<file path="src/rtl/pal_composite_pkg.sv">
// Shared constants and the quarter-wave sine table for the PAL composite encoder.
// Pipeline depth depends on PAL_COMPOSITE_ENCODER_CHROMA_FILTER_EN.
package pal_composite_pkg;

   localparam logic [9:0] SYNC_LEVEL_DEF  = 10'd0;
   localparam logic [9:0] BLANK_LEVEL_DEF = 10'd288;

   localparam int LUT_DEPTH = 256;
   localparam int LUT_AMP   = 127;

`ifdef PAL_COMPOSITE_ENCODER_CHROMA_FILTER_EN
   localparam int PIPE_LATENCY = 4;
`else
   localparam int PIPE_LATENCY = 3;
`endif

   // round(127*sin(2*pi*k/256)) for k = 0..63; k = 64 is the peak.
   localparam logic [6:0] Q_TBL [0:63] = '{
      7'd0,   7'd3,   7'd6,   7'd9,   7'd12,  7'd16,  7'd19,  7'd22,
      7'd25,  7'd28,  7'd31,  7'd34,  7'd37,  7'd40,  7'd43,  7'd46,
      7'd49,  7'd51,  7'd54,  7'd57,  7'd60,  7'd63,  7'd65,  7'd68,
      7'd71,  7'd73,  7'd76,  7'd78,  7'd81,  7'd83,  7'd85,  7'd88,
      7'd90,  7'd92,  7'd94,  7'd96,  7'd98,  7'd100, 7'd102, 7'd104,
      7'd106, 7'd107, 7'd109, 7'd111, 7'd112, 7'd113, 7'd115, 7'd116,
      7'd117, 7'd118, 7'd120, 7'd121, 7'd122, 7'd122, 7'd123, 7'd124,
      7'd125, 7'd125, 7'd126, 7'd126, 7'd126, 7'd127, 7'd127, 7'd127
   };

   function automatic logic signed [8:0] quarter_sine(input logic [6:0] m);
      if (m >= 7'd64) return 9'(LUT_AMP);
      return {2'b00, Q_TBL[m[5:0]]};
   endfunction

endpackage

</file>
<file path="src/rtl/pal_sine_lut.sv">
// Registered sin/cos lookup for an 8-bit phase, built from the quarter-wave table.
// One cycle from i_phase to o_sin/o_cos.
module pal_sine_lut
   import pal_composite_pkg::*;
(
   input  logic              i_clk,
   input  logic              i_rst_n,
   input  logic [7:0]        i_phase,
   output logic signed [8:0] o_sin,
   output logic signed [8:0] o_cos
);

   localparam int QTR = LUT_DEPTH / 4;

   // Mirror within the half-wave on bit 6, negate the second half-wave on bit 7.
   function automatic logic signed [8:0] sine_at(input logic [7:0] k);
      logic [6:0]        m;
      logic signed [8:0] s;
      m = {1'b0, k[5:0]};
      if (k[6]) m = 7'(QTR) - m;
      s = quarter_sine(m);
      return k[7] ? -s : s;
   endfunction

   logic [7:0]        w_cos_idx;
   logic signed [8:0] r_sin;
   logic signed [8:0] r_cos;

   assign w_cos_idx = i_phase + 8'(QTR);

   always_ff @(posedge i_clk or negedge i_rst_n) begin
      if (!i_rst_n) begin
         r_sin <= '0;
         r_cos <= '0;
      end else begin
         r_sin <= sine_at(i_phase);
         r_cos <= sine_at(w_cos_idx);
      end
   end

   assign o_sin = r_sin;
   assign o_cos = r_cos;

endmodule

</file>
<file path="src/rtl/pal_composite_encoder.sv">
// YUV + timing to 10-bit PAL composite: DDS subcarrier, V-switch, burst, sync tip, clamp.
// PAL_COMPOSITE_ENCODER_CHROMA_FILTER_EN adds a [1 2 1]/4 chroma FIR stage.
module pal_composite_encoder
   import pal_composite_pkg::*;
#(
   parameter logic [31:0]       PHASE_INC   = 32'd1290999816,
   parameter logic [9:0]        SYNC_LEVEL  = SYNC_LEVEL_DEF,
   parameter logic [9:0]        BLANK_LEVEL = BLANK_LEVEL_DEF,
   parameter logic signed [8:0] BURST_UV    = 9'sd45
)(
   input  logic              palClock,
   input  logic              nReset,
   input  logic signed [8:0] y,
   input  logic signed [8:0] u,
   input  logic signed [8:0] v,
   input  logic              blank,
   input  logic              sync,
   input  logic              burst,
   input  logic              burstPhase,
   output logic [9:0]        composite,
   output logic              syncOut
);

   localparam int LAT = PIPE_LATENCY;

   logic [31:0] r_phase;

   always_ff @(posedge palClock or negedge nReset) begin
      if (!nReset) r_phase <= '0;
      else         r_phase <= r_phase + PHASE_INC;
   end

   // Burst replaces U/V only in the blanked, non-sync part of the line.
   logic              w_burst_gate;
   logic signed [9:0] w_burst_uv;
   logic signed [9:0] w_u_sel;
   logic signed [9:0] w_v_src;
   logic signed [9:0] w_v_sel;

   assign w_burst_gate = burst & blank & ~sync;
   assign w_burst_uv   = {BURST_UV[8], BURST_UV};
   assign w_u_sel      = w_burst_gate ? -w_burst_uv : {u[8], u};
   assign w_v_src      = w_burst_gate ?  w_burst_uv : {v[8], v};
   assign w_v_sel      = burstPhase ? -w_v_src : w_v_src;

   logic signed [8:0] w_sin;
   logic signed [8:0] w_cos;

   pal_sine_lut u_lut (
      .i_clk   (palClock),
      .i_rst_n (nReset),
      .i_phase (r_phase[31:24]),
      .o_sin   (w_sin),
      .o_cos   (w_cos)
   );

   logic signed [8:0] r1_y;
   logic signed [9:0] r1_u;
   logic signed [9:0] r1_v;
   logic [LAT-1:0]    r_sync_d;
   logic [LAT-1:0]    r_blank_d;
   logic [LAT-1:0]    r_burst_d;

   always_ff @(posedge palClock or negedge nReset) begin
      if (!nReset) begin
         r1_y      <= '0;
         r1_u      <= '0;
         r1_v      <= '0;
         r_sync_d  <= '0;
         r_blank_d <= '1;
         r_burst_d <= '0;
      end else begin
         r1_y      <= y;
         r1_u      <= w_u_sel;
         r1_v      <= w_v_sel;
         r_sync_d  <= {r_sync_d[LAT-2:0], sync};
         r_blank_d <= {r_blank_d[LAT-2:0], blank};
         r_burst_d <= {r_burst_d[LAT-2:0], burst};
      end
   end

   logic signed [9:0] w_mul_u;
   logic signed [9:0] w_mul_v;
   logic signed [8:0] w_mul_sin;
   logic signed [8:0] w_mul_cos;
   logic signed [8:0] w_mul_y;

`ifdef PAL_COMPOSITE_ENCODER_CHROMA_FILTER_EN
   logic signed [9:0]  r_u1, r_u2, r_v1, r_v2, r2_u, r2_v;
   logic signed [8:0]  r2_y, r2_sin, r2_cos;
   logic signed [11:0] w_u_fir;
   logic signed [11:0] w_v_fir;

   assign w_u_fir = {{2{r1_u[9]}}, r1_u} + {r_u1[9], r_u1, 1'b0} + {{2{r_u2[9]}}, r_u2};
   assign w_v_fir = {{2{r1_v[9]}}, r1_v} + {r_v1[9], r_v1, 1'b0} + {{2{r_v2[9]}}, r_v2};

   always_ff @(posedge palClock or negedge nReset) begin
      if (!nReset) begin
         r_u1   <= '0;
         r_u2   <= '0;
         r_v1   <= '0;
         r_v2   <= '0;
         r2_u   <= '0;
         r2_v   <= '0;
         r2_y   <= '0;
         r2_sin <= '0;
         r2_cos <= '0;
      end else begin
         r_u1   <= r1_u;
         r_u2   <= r_u1;
         r_v1   <= r1_v;
         r_v2   <= r_v1;
         r2_u   <= 10'(w_u_fir >>> 2);
         r2_v   <= 10'(w_v_fir >>> 2);
         r2_y   <= r1_y;
         r2_sin <= w_sin;
         r2_cos <= w_cos;
      end
   end

   assign w_mul_u   = r2_u;
   assign w_mul_v   = r2_v;
   assign w_mul_sin = r2_sin;
   assign w_mul_cos = r2_cos;
   assign w_mul_y   = r2_y;
`else
   assign w_mul_u   = r1_u;
   assign w_mul_v   = r1_v;
   assign w_mul_sin = w_sin;
   assign w_mul_cos = w_cos;
   assign w_mul_y   = r1_y;
`endif

   logic signed [18:0] w_prod;
   logic signed [11:0] w_y12;
   logic signed [11:0] w_y5;
   logic signed [18:0] r_prod;
   logic signed [10:0] r_luma;

   assign w_prod = ({{9{w_mul_u[9]}}, w_mul_u} * {{10{w_mul_sin[8]}}, w_mul_sin})
                 + ({{9{w_mul_v[9]}}, w_mul_v} * {{10{w_mul_cos[8]}}, w_mul_cos});
   assign w_y12  = {{3{w_mul_y[8]}}, w_mul_y};
   assign w_y5   = w_y12 + (w_y12 <<< 2);

   always_ff @(posedge palClock or negedge nReset) begin
      if (!nReset) begin
         r_prod <= '0;
         r_luma <= '0;
      end else begin
         r_prod <= w_prod;
         r_luma <= 11'(w_y5 >>> 1);
      end
   end

   logic signed [21:0] w_p22;
   logic signed [21:0] w_p5;
   logic signed [12:0] w_chroma;
   logic signed [12:0] w_base;
   logic signed [12:0] w_sum_blank;
   logic signed [12:0] w_sum_active;

   assign w_p22        = {{3{r_prod[18]}}, r_prod};
   assign w_p5         = w_p22 + (w_p22 <<< 2);
   assign w_chroma     = 13'(w_p5 >>> 8);
   assign w_base       = {3'b000, BLANK_LEVEL};
   assign w_sum_blank  = w_base + (r_burst_d[LAT-2] ? w_chroma : 13'sd0);
   assign w_sum_active = w_base + {{2{r_luma[10]}}, r_luma} + w_chroma;

   function automatic logic [9:0] clamp10(input logic signed [12:0] s);
      if (s < 13'sd0)    return 10'd0;
      if (s > 13'sd1023) return 10'd1023;
      return s[9:0];
   endfunction

   always_ff @(posedge palClock or negedge nReset) begin
      if (!nReset)                composite <= BLANK_LEVEL;
      else if (r_sync_d[LAT-2])   composite <= SYNC_LEVEL;
      else if (r_blank_d[LAT-2])  composite <= clamp10(w_sum_blank);
      else                        composite <= clamp10(w_sum_active);
   end

   assign syncOut = r_sync_d[LAT-1];

endmodule

</file>
<file path="config.mk">
export PLATFORM = sky130hd
export DESIGN_NAME = pal_composite_encoder
export DESIGN_NICKNAME = d
export VERILOG_FILES = /design/src/rtl/pal_composite_pkg.sv /design/src/rtl/pal_sine_lut.sv /design/src/rtl/pal_composite_encoder.sv
export SDC_FILE = /design/constraint.sdc
export NUM_CORES = 1
export LEC_CHECK = 0
export CAP_MARGIN = 20
export CORE_ASPECT_RATIO = 1.2
export CORE_MARGIN = 4
export CORE_UTILIZATION = 39
export CTS_BUF_LIST = sky130_fd_sc_hd__clkbuf_8
export DETAILED_ROUTE_END_ITERATION = 12
export PLACE_DENSITY_LB_ADDON = 0.05
export SLEW_MARGIN = 30
export SYNTH_ARGS = -nofsm -noshare
export SYNTH_HDL_FRONTEND = slang
export SYNTH_SLANG_ARGS = --single-unit
</file>
<file path="constraint.sdc">
create_clock -name palClock -period 7.8 [get_ports palClock]
set_input_delay 1.56 -clock palClock [delete_from_list [all_inputs] [get_ports palClock]]
set_output_delay 1.56 -clock palClock [all_outputs]
set_load 0.01 [all_outputs]
</file>
==> key figures, run 1 <==
Status
  – Outcome: finished clean

Worst setup path
  – Critical path endpoint category: flip-flop
  – WP data arrival: 6.64 ns
  – Critical path depth in cells: 21
  – Worst-path cell chain: nand2_1, fa_1, inv_1, fa_1, inv_1, fa_1, inv_1, fa_1, fa_1, inv_1, fa_1, inv_1, ha_1, ha_1, a21o_1, a21oi_1, o21ai_0, o41a_1, a211o_1, a21oi_1, xnor2_1
  – Slowest-stage cell, CP: fa_1
  – Critical path's top delay family: adder cells
  – Max FO, Critical Path: 10
  – FF-to-FF setup slack: 1.59 ns
  – Reg2Reg Depth: 21
  – Req. time, crit path: 8.23 ns
  – CP bufs+invs: 5
  – Worst Setup Start Kind: flip-flop
  – Critical setup path kind: reg -> reg
  – Most frequent cell on the critical path: fa_1
  – Worst path max stage delay: 0.54 ns

Placed design
  – Dpl cell area: 15500 um^2
  – Routability cong.: 0.845
  – Post-detail-place hpwl: 28.6 mm
  – Port bufs: 43

Clocking
  – Cts hold-fix bufs: 0
  – Post-CTS setup buffers: 0
  – Clock slew at reported path FFs: 0.08 ns
  – CTS Buffer Depth: 2
  – TritonCTS clock tree: built
  – H-tree depth: 4
  – CTS buffer count: 17
  – Post-CTS sizing: 0
  – Clock Latency Late Sink: 0.50 ns
  – Sink Count: 122
  – Root Buffer: clkbuf_8

Logic synthesis
  – Most frequent cell after synthesis: inv_1
  – Syn nets: 1881
  – Synth Area per Inst: 9.54 um^2
  – Distinct cell type count of the synthesized netlist: 89
  – Gate Count Post-Synth: 1536
  – Largest cells by area after synthesis: fa_1 24%, dfrtp_1 20%, ha_1 11%, inv_1 6.0%, xnor2_1 4.1%
  – Share of the synthesized area in the top cell type: 0.243
  – Mapped Area: 14600 um^2
  – Dominant cell type by area after synthesis: fa_1
  – Main synth FF type: dfrtp_1
  – Synthesis Warnings: 0
  – Sequential fraction of the synthesis area: 0.209
  – EDFF count, synth: 0
  – Commonest cells in the netlist: 236 x inv_1, 178 x fa_1, 148 x nand2_1
  – Ys async rst share: 1.00
  – Yosys reg bits: 122

STA
  – Final Max Tran Viols: 0
  – Slew margin rel.: 0.393
  – Worst Skew: 0.0181 ns
  – RSZ-0062 raised after global routing: false
  – Fin Setup TNS: 0 ns
  – Tmin final: 6.21 ns
  – Fin. Hold Viols: 0
  – Period utilization: 0.796
  – Measured slew at the worst slew-check pin: 0.911 ns
  – # setup viols final: 0
  – Fmax: 0.161 GHz

Global route
  – GRT Overall Usage: 0.183
  – First-pass GRT wire length: 58.2 mm
  – Largest net degree at the start of global routing: 68
  – Initial antenna violation count: 0
  – Total grt overflow: 0
  – Vias in the first global route: 10900

Worst hold path
  – Worst hold path type: reg -> reg
  – Hold Path Cell Cnt: 0

Detailed routing
  – Number of DRC markers in iteration 0: 362
  – DRC errors left: 0
  – Antenna viol nets, final: 0
  – Vias: 10400
  – Total Routed Length: 34.8 mm
  – Vias per cell: 5.09
  – Drt wl/cell: 17.1 um
  – TritonRoute pass-1 iters: 4

Floorplanning
  – DIE HEIGHT: 220 um
  – Die width: 185 um
  – Std cell rows: 77
  – Initial Utilization: 0.396
  – DIE AREA: 40700 um^2
  – Core area: 37000 um^2
  – I/O pins: 44

Job
  – Max cap viols: 0

Finish
  – Layout cells sized above 1: 0.0596
  – Post-layout net count: 1893
  – Diode count: 0
  – Post-route design area: 15900 um^2
  – Synthesis-to-finish area growth: 8.53%
## area by class of cell
| type | instances | area [um^2] |
|---|---|---|
| Clock buffer | 18 | 248 |
| Tap cell | 474 | 593 |
| Fill cell | 3733 | 21100 |
| Multi-Input combinational cell | 1121 | 10500 |
| Sequential cell | 122 | 3060 |
| Clock inverter | 14 | 181 |
| Inverter | 239 | 897 |
| Timing Repair Buffer | 47 | 462 |
## metal layers
metal,vias up,wire length [um],GRT usage
met5,-,0,0
met4,0,835,0.0612
met3,40,502,0.0215
met2,99,19500,0.346
met1,5198,14000,0.213
li1,5030,-,-
## sequential cells by signal, summed over array words and instances (netlist names)
register / count
r_phase: 29
r_prod: 19
r_luma: 11
composite: 10
r1_v: 10
r1_u: 9
r1_y: 9
u_lut.o_cos: 9
u_lut.o_sin: 9
r_sync_d: 3
r_blank_d: 2
r_burst_d: 2
## per-stage QoR
| stage | util | hold slack [ns] | worst slack [ns] | std cells |
|---|---|---|---|---|
| after CTS | 0.430 | 0.354 | 1.59 | 2035 |
| final | 0.430 | 0.353 | 1.59 | 2035 |
| after global routing | 0.430 | 0.370 | 1.13 | 2035 |
| after floorplan | - | 0.331 | 1.82 | 1536 |
| after global placement | 0.418 | 0.335 | 1.62 | 2003 |
| after detailed placement | 0.418 | 0.336 | 1.59 | 2003 |
## kinds of logic (layout without fill, tap and decap cells)
family,after synthesis,after routing,synth area share
buffers and inverters,293,318,0.0775
adders and majority gates,312,312,0.358
and+or+nand+nor,448,448,0.154
xor gates and xnor gates,113,113,0.0704
DFF,122,122,0.209
AOI/OAI and AO/OA,239,239,0.123
muxes,9,9,0.00803
## placed cells by master (no fill, tap or decap), types with 7 or more instances in the layout
cell type,n
a21o_1,14
nor3_1,29
xnor2_1,68
a21oi_1,55
clkbuf_8,18
ha_1,134
a211oi_1,8
clkdlybuf4s50_1,42
dfrtp_1,118
and2_1,91
inv_1,239
o21ai_0,35
nand4_1,10
nand2b_1,29
o211ai_1,7
nor2_1,68
fa_1,178
nand3_1,20
and3_1,7
xor2_1,41
a31oi_1,18
nand2_1,148
## final timing paths
kind,from,to
worst min register to register,r_sync_d[0],r_sync_d[1]
max in group asynchronous,nReset,u_lut.o_sin[1]
worst max register to register,u_lut.o_cos[2],r_prod[18]
worst min-delay path,r_sync_d[0],r_sync_d[1]
min in group asynchronous,nReset,composite[3]
worst max-delay path,u_lut.o_cos[2],r_prod[18]
Power of run 1 is left out: the tool's default activity adds up to more than one toggle a clock period on the data nets, which glitch-free logic cannot reach.
==> inputs of run 2 (changes only) <==
==> constraint.sdc (replaced) <==
create_clock -name palClock -period 5 [get_ports palClock]
set_input_delay 1 -clock palClock [delete_from_list [all_inputs] [get_ports palClock]]
set_output_delay 1 -clock palClock [all_outputs]
set_load 0.01 [all_outputs]
==> key figures, run 2 (synthesis gave the netlist of run 1 again) <==
Worst setup path
  – Max FO, Critical Path: 8 (-2)
  – Critical path endpoint category: flip-flop
  – Critical setup path kind: reg -> reg
  – Req. time, crit path: 5.37 ns (-2.86 ns)
  – WP data arrival: 6.12 ns (-0.52 ns)
  – Worst Setup Start Kind: flip-flop

STA
  – Worst Skew: 0.0155 ns (-0.00260 ns)
  – Final Max Tran Viols: 0 (unchanged)
  – Period utilization: 1.15 (+0.354)
  – Fin. Hold Viols: 0 (unchanged)
  – # setup viols final: 9 (+9)
  – Post-layout worst setup margin: -0.748 ns (-2.34 ns)
  – Tmin final: 5.75 ns (-0.458 ns)
  – Measured slew at the worst slew-check pin: 0.790 ns (-0.120 ns)
  – RSZ-0062 raised after global routing: true
  – Slew margin rel.: 0.471 (+0.0781)
  – Fmax: 0.174 GHz (+8.0%)

Clocking
  – CTS Buffer Depth: 2 (unchanged)
  – CTS buffer count: 17 (unchanged)
  – Sink Count: 122 (unchanged)
  – Root Buffer: clkbuf_8
  – TritonCTS clock tree: built
  – Clock slew at reported path FFs: 0.07 ns (about the same)
  – Clock Latency Late Sink: 0.49 ns (about the same)
  – Cts hold-fix bufs: 0 (unchanged)
  – H-tree depth: 4 (unchanged)

Placed design
  – Dpl cell area: 16600 um^2 (+7.0%)
  – Routability cong.: 0.918 (+8.5%)
  – Dpl cells: 2112 (+5.4%)
  – Port bufs: 43 (unchanged)
  – Post-detail-place hpwl: 29.6 mm (+3.5%)
  – Dpl ws: -0.932 ns (-2.52 ns)

Finish
  – Core Util, Final: 0.466 (+0.0359)
  – Post-route design area: 17200 um^2 (+8.4%)
  – Synthesis-to-finish area growth: 17.6%
  – Post-layout net count: 2014 (+6.4%)
  – Diode count: 0 (unchanged)
  – Commonest cells after routing, fill and taps aside: 230 x inv_1, 172 x fa_1, 142 x nand2_1
  – Top Registers: r_phase (29), r_prod (19), r_luma (11)
  – Layout cells sized above 1: 0.177 (+0.118)
  – Most common cell after layout, fill and taps aside: inv_1
  – Fin cells: 2156 (+5.9%)
  – Max reg flops: 29 (unchanged)
  – Largest register by flop count: r_phase

Worst hold path
  – Worst hold path type: reg -> reg

Status
  – Failing checks: negative setup slack
  – Outcome: complete, but fails checks

Detailed routing
  – Antenna viol nets, final: 0 (unchanged)
  – WL met2: 19.9 mm (+2.2%)
  – WL met3: 736 um (+47%)
  – Drt wl/cell: 16.4 um (-4.3%)
  – Total Routed Length: 35.3 mm (+1.4%)
  – DRC errors left: 0 (unchanged)
  – TritonRoute pass-1 iters: 4 (unchanged)
  – Max layer used: met4
  – Vias: 10800 (+4.0%)
  – Vias per cell: 5.00 (-1.8%)
  – M1 wire length: 13.6 mm (-2.7%)
  – Number of DRC markers in iteration 0: 363 (+0.28%)

Floorplanning
  – I/O pins: 44 (unchanged)
  – Initial Utilization: 0.396 (unchanged)
  – Core area: 37000 um^2 (unchanged)
  – Std cell rows: 77 (unchanged)
  – Die width: 185 um (unchanged)
  – DIE AREA: 40700 um^2 (unchanged)
  – DIE HEIGHT: 220 um (unchanged)

Global route
  – Initial antenna violation count: 0 (unchanged)
  – Largest net degree at the start of global routing: 90 (+32%)
  – Vias in the first global route: 11600 (+5.9%)
  – Total grt overflow: 0 (unchanged)
  – GRT Overall Usage: 0.183 (+0.000620)
  – First-pass GRT wire length: 58.9 mm (+1.2%)

Job
  – Max cap viols: 0 (unchanged)
-- run 2: path summary, 6_finish.rpt --
check,start,end,slack [ns],depth (start not counted)
max,u_lut.o_cos[1],r_prod[14],-0.75,22
min,r_blank_d[0],r_blank_d[1],0.36,0
max reg2reg,u_lut.o_cos[1],r_prod[14],-0.75,22
min reg2reg,r_blank_d[0],r_blank_d[1],0.36,0
max in group asynchronous,nReset,u_lut.o_cos[1],3.50,3
min in group asynchronous,nReset,composite[2],0.37,1
-- run 2: cell type report --
type,count,area (um^2)
timing repair buffer,168,1450
tap,474,593
clock inverter,12,98.8
sequential,122,3090
inverter,239,897
clock buffer,20,275
multi-input combinational,1121,10800
fill,3628,19800
-- run 2: through the flow --
stage | setup TNS [ns] | hold slack, ns
2_1_floorplan | -1.94 | 0.331
3_3_place_gp | -5.25 | 0.343
3_5_place_dp | -5.40 | 0.344
4_1_cts | -4.61 | 0.359
5_1_grt | -6.25 | 0.347
6_report | -4.00 | 0.359
-- run 2: worst max-delay path, stage by stage, from the launching register on --
cell,delay [ns]
dfrtp_2,0.49
nand2_2,0.09
fa_1,0.50
inv_1,0.05
fa_1,0.51
ha_4,0.30
inv_2,0.03
fa_1,0.52
inv_1,0.05
fa_1,0.47
fa_1,0.56
ha_4,0.21
ha_4,0.25
a21oi_2,0.15
o21bai_1,0.07
a21o_1,0.18
a21oi_2,0.18
o21ai_2,0.08
o41a_1,0.40
buf_4,0.15
buf_4,0.13
buf_6,0.10
xor2_1,0.14
-- run 2: routing by layer --
metal	GRT usage	vias up
met5	0	-
met4	0.0644	0
met3	0.0253	42
met2	0.355	132
met1	0.203	5333
li1	-	5274
-- run 2: timing repair --
item	in CTS	in global routing
resized for setup	36	18
pin swaps	22	22
cloned	0	0
hold endpoints to repair	0	0
setup endpoints to repair	10	11
buffers inserted	12	1
Power of run 2 is left out for the same reason.
==> variant 1: new RTL, flow settings as in run 2 <==
`r_prod` no longer has a reset.
--- a/src/rtl/pal_composite_encoder.sv
+++ b/src/rtl/pal_composite_encoder.sv
@@ -144,12 +144,14 @@
 
    always_ff @(posedge palClock or negedge nReset) begin
       if (!nReset) begin
-         r_prod <= '0;
          r_luma <= '0;
       end else begin
-         r_prod <= w_prod;
          r_luma <= 11'(w_y5 >>> 1);
       end
+   end
+
+   always_ff @(posedge palClock) begin
+      r_prod <= w_prod;
    end
 
    logic signed [21:0] w_p22;
Function: same outputs for any inputs over 4 cycles, from zero or initial values and one cycle with nReset low; that may be too few to reach the edited logic, so the function may still have changed.
==> variant 1 against run 2 <==
The flow still finishes with violations (negative setup slack); final area rose by 1.7%; global-route usage increased by 0.38 points; setup slack better by 140 ps; synthesized area shrank 1.5%; sequential cell count did not move; final cell count grew 1.8%; die area decreased by 1.5%; critical path type unchanged; wire length grew 2.2%; clock skew up 5.6 ps; first-iteration DRC count rose by 3.6%.
Power is left out: the tool's default activity adds up to more than one toggle a clock period on the data nets, which glitch-free logic cannot reach.
==> variant 1: results (changes against run 2) <==
grt_pass1_vias: 11900  # +2.5%
grt_use_total: 0.187  # +0.00384
status: "finished, violations left"
violations: "negative setup slack"
cp_slowest_cell: "fa_2"
fillerInstances: 3519  # -3.0%
r2r_cells: 18  # -18%
grt_max_degree: 56  # -38%
drive_above_1_share: 0.204  # +0.0272
vias: 11100  # +2.9%
insertion_delay_ps: 470  # -20 ps
final_cell_count_no_fill: 2195  # +1.8%
worstReg2RegEnd: "r_prod[17]"
finClkSkew_ps: 21.1  # +5.63 ps
finalSetupViolCount: 10  # +1
use_met3: 0.0213  # -0.00401
wl_met1_um: 14100  # +3.6%
synthXorXnorAreaFrac: 0.0697  # -0.000729
globalplace.congestion: 0.875  # -4.6%
clkTransAtPathRegs_ps: 90  # +20 ps
worst_pin_slew_ps: 958  # +167 ps
dpl.hpwl_um: 29800  # +0.58%
first_pass_iters: 5  # +1
tns_ps: -3660  # +333 ps
synthTopCellsByCount: "237 x inv_1, 178 x fa_1, 145 x nand2_1"
synth_cell_type_count: 82  # -7.9%
whs_ps: 361  # +2.56 ps
synthTopCellsByArea: "fa_1 25%, dfrtp_1 17%, ha_1 12%, inv_1 6.2%, xnor2_1 4.5%"
routed-wl-met3_um: 674  # -8.4%
ys_async_sr_fraction: 0.844  # -0.156
synth-seq-area-share: 0.205  # -0.00335
placed_area_um2: 16300  # -1.3%
place_inst: 2122  # +0.47%
grtUsageMet2: 0.363  # +0.00789
synth_compound_area_frac: 0.123  # -0.000167
setup_slack_ps: -608  # +140 ps
synthAdderAreaFrac: 0.363  # +0.00555
## variant 1: cell count changes after synthesis, moves of 6 or more
cell	before	now
a211oi_1	8	16
a31oi_1	18	11
and3_1	7	15
buf_2	13	7
clkbuf_1	35	41
dfrtp_1	118	99
dfxtp_1	0	19
nand3_1	20	28
nor2b_1	4	12
o21a_1	5	11
o21ai_0	35	49
xnor2_1	68	74
## variant 1: area by class of cell
| type | instances | area, um^2 | area share |
|---|---|---|---|
| multi-input cells | 1139 | 11000 | 0.626 |
| clock inverters | 14 | 159 | 0.00907 |
| repair buffers | 197 | 1680 | 0.0961 |
| inverters | 238 | 897 | 0.0512 |
| flip-flops and latches | 122 | 3000 | 0.171 |
| well taps | 468 | 586 | 0.0334 |
| clock buffers | 17 | 234 | 0.0134 |
## variant 1: repair_timing
action                     4_1_cts  5_1_grt
setup endpoints to repair       11       17
pin swaps                       63       47
setup buffers                   30       12
resized for setup               79       46
==> variant 2: new RTL, config.mk and constraints of run 2 <==
Made on the original files. `SYNC_LEVEL_DEF`: 10'd0 -> 10'd1.
--- a/src/rtl/pal_composite_pkg.sv
+++ b/src/rtl/pal_composite_pkg.sv
@@ -2,7 +2,7 @@
 // Pipeline depth depends on PAL_COMPOSITE_ENCODER_CHROMA_FILTER_EN.
 package pal_composite_pkg;
 
-   localparam logic [9:0] SYNC_LEVEL_DEF  = 10'd0;
+   localparam logic [9:0] SYNC_LEVEL_DEF  = 10'd1;
    localparam logic [9:0] BLANK_LEVEL_DEF = 10'd288;
 
    localparam int LUT_DEPTH = 256;
Check against the original RTL: not equivalent (a bounded check fails within 4 cycles, from zero or initial values and one cycle with nReset low).
==> variant 2 against run 2 <==
Final area increased by 4.3%; wire length increased by 5.6%; the run still ends with negative setup slack left; setup slack improved by 54 ps; fmax increased by 0.96%; critical endpoint is now r_prod[18]; synthesized area increased by 0.86%; sequential cell count unchanged; critical path type unchanged.
Power is left out: the tool's default activity adds up to more than one toggle a clock period on the data nets, which glitch-free logic cannot reach.
==> variant 2: results (changes against run 2) <==
finalSetupViolCount: 9  # unchanged
htree_levels: 4  # unchanged
grt_pass1_vias: 12400  # +7.4%
hold_end: "r_blank_d[1]"
synthTopCellsByCount: "242 x inv_1, 178 x fa_1, 150 x nand2_1"
grt_first_pass_wirelength_um: 62600  # +6.3%
drtIter0Drc: 390  # +7.4%
antenna_found_initial: 0  # unchanged
clkTransAtPathRegs_ps: 90  # +20 ps
numPortBuffers: 43  # unchanged
insertion_delay_ps: 510  # +20 ps
antenna_cells: 0  # unchanged
cts_buffer_depth: 2  # unchanged
syn_nets: 1961  # +4.3%
status: "finished, violations left"
num-nets-final: 2131  # +5.8%
drive_above_1_share: 0.197  # +0.0202
critPathMaxFanout: 4  # -4
synth_cell_type_count: 81  # -9.0%
globalplace.congestion: 0.851  # -7.2%
grt_max_degree: 93  # +3.3%
cts-root-buf: "clkbuf_8"
first_pass_iters: 5  # +1
worstReg2RegEnd: "r_prod[18]"
violations: "negative setup slack"
finClkSkew_ps: 24.9  # +9.47 ps
avgViaCountPerCell: 5.08  # +1.5%
regMostFlops: "r_phase"
synth-seq-area-share: 0.207  # -0.00179
dpl.hpwl_um: 30900  # +4.3%
wl_per_cell_um: 16.4  # +0.16%
r2r_cells: 19  # -14%
yosys_warnings: 0  # unchanged
synthTopCellsByArea: "fa_1 24%, dfrtp_1 20%, ha_1 11%, inv_1 6.1%, xnor2_1 4.3%"
cts_made_buffers: 17  # unchanged
grt_use_total: 0.191  # +0.00788
setup_slack_ps: -694  # +54.5 ps
cp-startpoint: "u_lut.o_cos[2]"
relSlewSlack: 0.406  # -0.0648
## variant 2: worst max path at each step
stage                       endpoint  slack [ps]  depth (start not counted)
after floorplan           r_prod[18]        -530                         18
after global placement    r_prod[17]        -860                         22
after detailed placement  r_prod[18]        -920                         16
after CTS                 r_prod[18]        -730                         20
after global routing      r_prod[18]        -910                         20
final                     r_prod[18]        -690                         19
## variant 2: stage by stage
step           hold slack [ps]  setup WS [ps]  TNS, ps  instance area [um^2]  cells
2_1_floorplan              331           -533    -1940                 15100   1616
3_3_place_gp               338           -861    -4970                 16800   2207
3_5_place_dp               344           -922    -5170                 16800   2207
4_1_cts                    366           -726    -3940                 17700   2265
5_1_grt                    366           -906    -5810                 18000   2273
6_report                   363           -694    -3740                 18000   2273
## variant 2: final cells by class
cell class | count | area (um^2)
Tap cell | 474 | 593
Clock inverter | 15 | 203
Clock buffer | 17 | 234
Multi-Input combinational cell | 1190 | 11200
Timing Repair Buffer | 211 | 1760
Fill cell | 3536 | 19100
Inverter | 244 | 920
Sequential cell | 122 | 3090
## variant 2: repair_timing
action                                  in CTS  in global routing
resized for setup                           69                 46
setup buffers                               31                 10
endpoints found under the setup margin      12                 20
pin swaps                                   56                 21
hold buffers                                 0                  0
## variant 2: routing by layer
| layer | global-route usage | vias to the layer above | part of all wire |
|---|---|---|---|
| met4 | 0.0910 | 0 | 0.046 |
| li1 | - | 5641 | - |
| met1 | 0.214 | 5670 | 0.38 |
| met2 | 0.353 | 159 | 0.55 |
| met5 | 0 | - | 0 |
| met3 | 0.0246 | 72 | 0.025 |
## variant 2: logic make-up after synthesis
logic type,count (synthesis),share of synthesized area
compound gates,260,0.122
xor+xnor,115,0.0682
fa+ha+maj,312,0.355
buf+inv,304,0.0777
flops,122,0.207
mux,8,0.00720
simple gates,495,0.163
## variant 2: critical path, stage by stage, from the launching register on
cell and delay (ps):
dfrtp_2 450, buf_6 140, and2_1 160, fa_1 530
inv_1 50, fa_1 520, fa_1 460, fa_1 510
fa_1 500, inv_1 50, fa_1 480, ha_4 300
ha_4 190, and2_4 130, o21ai_2 140, o21ai_2 80
o41a_1 360, a211o_1 290, a21oi_2 140, xnor2_1 120
